===== config.mk =====
export PLATFORM = sky130hd
export DESIGN_NAME = mem_access_unit
export DESIGN_NICKNAME = d
export VERILOG_FILES = /design/src/rtl/mem_access_unit_pkg.sv /design/src/rtl/mem_access_unit_load_align.sv /design/src/rtl/mem_access_unit.sv
export SDC_FILE = /design/constraint.sdc
export NUM_CORES = 1
export LEC_CHECK = 0
export CORE_MARGIN = 4
export CORE_UTILIZATION = 23
export CTS_CLUSTER_SIZE = 12
export DETAILED_ROUTE_END_ITERATION = 8
export PLACE_DENSITY_LB_ADDON = 0.12
export SYNTH_ARGS = -nofsm -noshare
export SYNTH_HDL_FRONTEND = slang
export SYNTH_SLANG_ARGS = --single-unit

===== constraint.sdc =====
create_clock -name clk -period 3.1 [get_ports clk]
set_input_delay 0.465 -clock clk [delete_from_list [all_inputs] [get_ports clk]]
set_output_delay 0.465 -clock clk [all_outputs]
set_load 0.02 [all_outputs]

===== src/rtl/mem_access_unit_pkg.sv =====
// Shared definitions for the memory access unit: size codes, FSM states,
// byte-lane masks and small helpers for alignment and store lane steering.
package mem_access_unit_pkg;

  localparam logic [1:0] SIZE_B = 2'd0;
  localparam logic [1:0] SIZE_H = 2'd1;
  localparam logic [1:0] SIZE_W = 2'd2;
  localparam logic [1:0] SIZE_X = 2'd3;

  localparam logic [3:0] LANE_B = 4'b0001;
  localparam logic [3:0] LANE_H = 4'b0011;
  localparam logic [3:0] LANE_W = 4'b1111;

  typedef enum logic [1:0] {
    IDLE   = 2'd0,
    ACCESS = 2'd1,
    RESP   = 2'd2
  } state_t;

  // Half must be even, word must be 4-aligned, size code 3 is never legal.
  function automatic logic is_misaligned(input logic [1:0] size, input logic [1:0] lane);
    case (size)
      SIZE_B:  return 1'b0;
      SIZE_H:  return lane[0];
      SIZE_W:  return (lane != 2'b00);
      default: return 1'b1;
    endcase
  endfunction

  // Byte-lane write strobes for an aligned store.
  function automatic logic [3:0] lane_mask(input logic [1:0] size, input logic [1:0] lane);
    case (size)
      SIZE_B:  return LANE_B << lane;
      SIZE_H:  return LANE_H << lane;
      default: return LANE_W;
    endcase
  endfunction

  // Replicate right-justified store data so every candidate lane carries it;
  // the strobes then pick which lanes the RAM actually updates.
  function automatic logic [31:0] store_replicate(input logic [1:0] size, input logic [31:0] wdata);
    case (size)
      SIZE_B:  return {4{wdata[7:0]}};
      SIZE_H:  return {2{wdata[15:0]}};
      default: return wdata;
    endcase
  endfunction

endpackage


===== src/rtl/mem_access_unit_load_align.sv =====
// Combinational load extraction: picks the addressed byte/half/word out of
// the RAM read word and zero- or sign-extends it to 32 bits.
module load_align
  import mem_access_unit_pkg::*;
(
  input  logic [31:0] rdata,
  input  logic [1:0]  lane,
  input  logic [1:0]  size,
  input  logic        is_unsigned,
  output logic [31:0] data
);

  logic [7:0]  byte_lane [4];
  logic [15:0] half_lane [2];
  logic [7:0]  sel_byte;
  logic [15:0] sel_half;

  for (genvar gi = 0; gi < 4; gi++) begin : g_byte
    assign byte_lane[gi] = rdata[8*gi +: 8];
  end

  for (genvar gi = 0; gi < 2; gi++) begin : g_half
    assign half_lane[gi] = rdata[16*gi +: 16];
  end

  // Select the addressed field and extend it according to signedness.
  always_comb begin
    sel_byte = byte_lane[lane];
    sel_half = half_lane[lane[1]];
    data     = rdata;
    case (size)
      SIZE_B:  data = {{24{~is_unsigned & sel_byte[7]}}, sel_byte};
      SIZE_H:  data = {{16{~is_unsigned & sel_half[15]}}, sel_half};
      default: data = rdata;
    endcase
  end

endmodule


===== src/rtl/mem_access_unit.sv =====
// Single-outstanding load/store unit in front of a 32-bit byte-laned RAM.
// Aligned requests take IDLE -> ACCESS -> RESP; misaligned or illegal-size
// requests skip the RAM entirely and answer with an error one cycle later.
module mem_access_unit
  import mem_access_unit_pkg::*;
#(
  parameter int ADDR_W = 12,
  parameter int DATA_W = 32
) (
  input  logic              clk,
  input  logic              rst,
  input  logic              req_valid,
  output logic              req_ready,
  input  logic              req_write,
  input  logic [1:0]        req_size,
  input  logic              req_unsigned,
  input  logic [ADDR_W-1:0] req_addr,
  input  logic [DATA_W-1:0] req_wdata,
  output logic              resp_valid,
  output logic [DATA_W-1:0] resp_rdata,
  output logic              resp_error,
  output logic              mem_chip_select,
  output logic              mem_output_enable,
  output logic [3:0]        mem_write_enable,
  output logic [ADDR_W-1:0] mem_addr,
  output logic [DATA_W-1:0] mem_write_data,
  input  logic [DATA_W-1:0] mem_read_data
);

  state_t              state_q, state_d;
  logic                req_ready_q, req_ready_d;
  logic                resp_valid_q, resp_valid_d;
  logic [DATA_W-1:0]   resp_rdata_q, resp_rdata_d;
  logic                resp_error_q, resp_error_d;
  logic                write_q, write_d;
  logic [1:0]          size_q, size_d;
  logic                unsigned_q, unsigned_d;
  logic [1:0]          lane_q, lane_d;
  logic [ADDR_W-3:0]   waddr_q, waddr_d;
  logic [DATA_W-1:0]   wdata_q, wdata_d;
  logic [DATA_W-1:0]   load_data;

  assign req_ready  = req_ready_q;
  assign resp_valid = resp_valid_q;
  assign resp_rdata = resp_rdata_q;
  assign resp_error = resp_error_q;

  load_align u_load_align (
    .rdata       (mem_read_data),
    .lane        (lane_q),
    .size        (size_q),
    .is_unsigned (unsigned_q),
    .data        (load_data)
  );

  // Next-state and next-output logic; the response is formed on the way into RESP.
  always_comb begin
    state_d      = state_q;
    req_ready_d  = 1'b0;
    resp_valid_d = 1'b0;
    resp_rdata_d = '0;
    resp_error_d = 1'b0;
    write_d      = write_q;
    size_d       = size_q;
    unsigned_d   = unsigned_q;
    lane_d       = lane_q;
    waddr_d      = waddr_q;
    wdata_d      = wdata_q;
    case (state_q)
      IDLE: begin
        req_ready_d = 1'b1;
        if (req_valid && req_ready_q) begin
          write_d     = req_write;
          size_d      = req_size;
          unsigned_d  = req_unsigned;
          lane_d      = req_addr[1:0];
          waddr_d     = req_addr[ADDR_W-1:2];
          wdata_d     = req_wdata;
          req_ready_d = 1'b0;
          if (is_misaligned(req_size, req_addr[1:0])) begin
            state_d      = RESP;
            resp_valid_d = 1'b1;
            resp_error_d = 1'b1;
          end else begin
            state_d = ACCESS;
          end
        end
      end
      ACCESS: begin
        state_d      = RESP;
        resp_valid_d = 1'b1;
        resp_rdata_d = write_q ? '0 : load_data;
      end
      RESP: begin
        state_d     = IDLE;
        req_ready_d = 1'b1;
      end
      default: begin
        state_d     = IDLE;
        req_ready_d = 1'b1;
      end
    endcase
  end

  // FSM and registered outputs; reset returns to an idle, ready, silent unit.
  always_ff @(posedge clk or posedge rst) begin
    if (rst) begin
      state_q      <= IDLE;
      req_ready_q  <= 1'b1;
      resp_valid_q <= 1'b0;
      resp_rdata_q <= '0;
      resp_error_q <= 1'b0;
      write_q      <= 1'b0;
      size_q       <= SIZE_B;
      unsigned_q   <= 1'b0;
      lane_q       <= 2'b00;
      waddr_q      <= '0;
      wdata_q      <= '0;
    end else begin
      state_q      <= state_d;
      req_ready_q  <= req_ready_d;
      resp_valid_q <= resp_valid_d;
      resp_rdata_q <= resp_rdata_d;
      resp_error_q <= resp_error_d;
      write_q      <= write_d;
      size_q       <= size_d;
      unsigned_q   <= unsigned_d;
      lane_q       <= lane_d;
      waddr_q      <= waddr_d;
      wdata_q      <= wdata_d;
    end
  end

  // RAM strobes are decoded from the ACCESS state only, so reset kills them at once.
  always_comb begin
    mem_chip_select   = 1'b0;
    mem_output_enable = 1'b0;
    mem_write_enable  = 4'b0000;
    mem_addr          = '0;
    mem_write_data    = '0;
    if (state_q == ACCESS) begin
      mem_chip_select = 1'b1;
      mem_addr        = {waddr_q, 2'b00};
      if (write_q) begin
        mem_write_enable = lane_mask(size_q, lane_q);
        mem_write_data   = store_replicate(size_q, wdata_q);
      end else begin
        mem_output_enable = 1'b1;
      end
    end
  end

endmodule


==> results.ini <==
[routing]
avgRoutedWirePerCell_um = 19.0
antenna_violating_nets_post_route = 0
drt-pass1-iter-count = 4
finalWirelength_um = 15900
drt_first_iter_violations = 204
drt_drc_violations_left = 0
route.vias.total = 3953
via_per_inst = 4.71

[timing]
maxSlewViolCount = 0
timing.final.hold_violations = 0
final.min_clock_period_ns = 2.86
headroom_to_the_max_slew_limit = 0.184
worst_slack_ns = 0.235
final.setup_skew_ns = 0.00961
unrepaired_setup_endpoints_after_global_routing = false
hold_ws_ns = 0.502
setup_violations = 0
fmax_mhz = 349
worst_slew_pin_slew_ns = 1.22
setup_total_negative_slack_ns = 0
period_share = 0.924

[place]
dp_hpwl_um = 11600
place_ws_ns = 0.616
place.gp.congestion = 0.815
port_buffers = 165

[logic_synthesis]
yosysWarningCount = 0
postSynth.topFlopCell = sky130_fd_sc_hd__dfrtp_1
synth.top_cells.by_area = sky130_fd_sc_hd__dfrtp_1, sky130_fd_sc_hd__mux2_2, sky130_fd_sc_hd__a21oi_1
postSynthCellCount = 418
synthMostInstantiatedCell = sky130_fd_sc_hd__dfrtp_1
count_of_flip_flops_with_a_built_in_enable_after_synthesis = 0
syn_area_per_cell_sq_um = 11.0
share_of_async_settable_or_async_resettable_flops_after_synthesis = 1.00
post_synth_num_cell_types = 39
yosys-top-cells-count = sky130_fd_sc_hd__dfrtp_1, sky130_fd_sc_hd__mux2_2, sky130_fd_sc_hd__a21oi_1
synth_sequential_area_ratio = 0.463
post-synth-top-area-fraction = 0.458
post_synth_instance_area_sq_um = 4590
synth.largest_area_cell = sky130_fd_sc_hd__dfrtp_1
yosys_register_bits = 85

[critical_path]
worst-endpoint-required_ns = 2.63
critPathCaptureType = primary output
critPathMaxStageDelay_ns = 0.63
cells_along_the_critical_path = buf_4 > nand2_1 > a21oi_1 > clkdlybuf4s50_1
timing.critical_path.slowest_stage_cell = sky130_fd_sc_hd__clkdlybuf4s50_1
timing.critical_path.from_type = flop
arrival_ns = 2.40
critPathMaxFanout = 49
timing_worst_setup_path_type = flop to primary output
worstPathBufferInverterCount = 2
crit_path_leading_delay_family = buffers and inverters

[clock_network]
cts_root_buffer = sky130_fd_sc_hd__clkbuf_16
cts.repair.resized = 0
post-cts-setup-buffers = 0
worst_skew_pair.late_latency_ns = 0.35
numCtsBuffers = 9
cts-root-to-sink-buffers = 2
worst_setup_hold_path_clk_slew_ns = 0.07
tritoncts_clock_tree = done
numClockSinks = 85
cts_htree_levels = 3
hold_buffers = 0

[layout]
antenna-diode-count = 0
drive_above_1_share = 0.216
area.growth.synth_to_final_pct = 47.2
num-nets-final = 652

[pwr]
leakage_nw = 2.64
pwr_density_cell_nw_per_um2 = 791
power.ir.vdd_worst_uv = 297

[hold_path]
worst_min_delay_path_category = flop to flop

[floorplanning]
start_util = 0.235
design.portCount = 168
core_area_sq_um = 19500
fp.dieH_um = 149
die_width_um = 149
die_footprint_sq_um = 22300
placement_rows = 51

[global_routing]
maximum_number_of_pins_on_one_net_before_global_route_repair = 53
gr-total-overflow = 0
grt_first_pass_wirelength_um = 24500
grt.total_usage = 0.143
number_of_antenna_violations_at_the_first_check_in_global_routing = 0
vias_in_the_first_global_route = 4215

[flow_run]
drv_cap = 0

[outcome]
run_status = completed

## worst paths after layout
check                                 from            endpoint  slack (ns)  depth (start not counted)
worst max-delay path             size_q[1]  mem_write_data[27]        0.24                          4
worst min-delay path            waddr_q[6]          waddr_q[6]        0.50                          1
min in group asynchronous              rst       resp_rdata[1]        0.64                          2
worst min register to register  waddr_q[6]          waddr_q[6]        0.50                          1
max in group asynchronous              rst             write_q        1.73                          3
worst max register to register   size_q[1]       resp_rdata[0]        0.60                          4
## placed cells by master, fill, tap and decap left out, drive strengths merged
cell type	netlist	routed
clkinv	0	3
nor2	28	28
nand2b	2	2
dfstp	1	1
clkinvlp	0	3
dfrtp	84	84
and3b	2	2
nor4b	1	1
a2111oi	8	8
and2b	1	1
mux4	8	8
nand3b	1	1
mux2	57	57
o21bai	3	3
inv	3	3
clkbuf	11	10
o21ai	8	8
nor4bb	1	1
conb	1	2
a21oi	37	37
clkdlybuf4s50	0	165
and3	10	10
o21a	1	1
nand3	8	8
buf	32	17
mux2i	9	9
nor2b	2	2
or2	3	3
nand2	34	34
o22ai	9	9
and2	11	11
a31oi	9	9
a211oi	33	33
## final cells by class
type | count | area (sq um)
tap | 265 | 332
clock buffer | 10 | 229
sequential | 85 | 2130
inverter | 3 | 12.5
fill | 1991 | 12800
timing repair buffer | 182 | 1790
multi-input combinational | 288 | 2220
clock inverter | 6 | 48.8
## where the power goes
part | internal, mW | switching (mW)
Clock | 0.549 | 0.483
Combinational | 1.17 | 1.33
Sequential | 1.48 | 0.348
## per-stage QoR
step | utilization | cell area (sq um) | cells | total power [mW]
floorplan | - | 4600 | 419 | 3.58
global placement | 0.332 | 6480 | 823 | 4.34
detailed placement | 0.332 | 6480 | 823 | 4.36
CTS | 0.346 | 6760 | 839 | 5.42
global route | 0.346 | 6760 | 839 | 5.69
finish | 0.346 | 6760 | 839 | 5.35
## cell families (layout without fill, tap and decap cells)
kind of cell,count (synthesis),count (layout),share of synthesized area
muxes,74,74,0.199
AOI/OAI and AO/OA,108,108,0.170
DFF,85,85,0.463
and+or+nand+nor,104,104,0.111
other,1,2,0.000816
buffers and inverters,46,201,0.0564
## routing by layer
metal  vias up  GRT usage  wire length (um)
li1       1824          -                 -
met1      1932      0.184              7210
met2       174      0.223              7030
met3        23     0.0489              1380
met4         0     0.0513               326
met5         -          0                 0
## flip-flops by register name (all words and copies together), names as in the netlist
register    count
resp_rdata     32
wdata_q        32
waddr_q        10
lane_q          2
size_q          2
state_q         2
req_ready       1
resp_error      1
resp_valid      1
unsigned_q      1
write_q         1
Note: power is estimated with default switching activity, not from simulation.
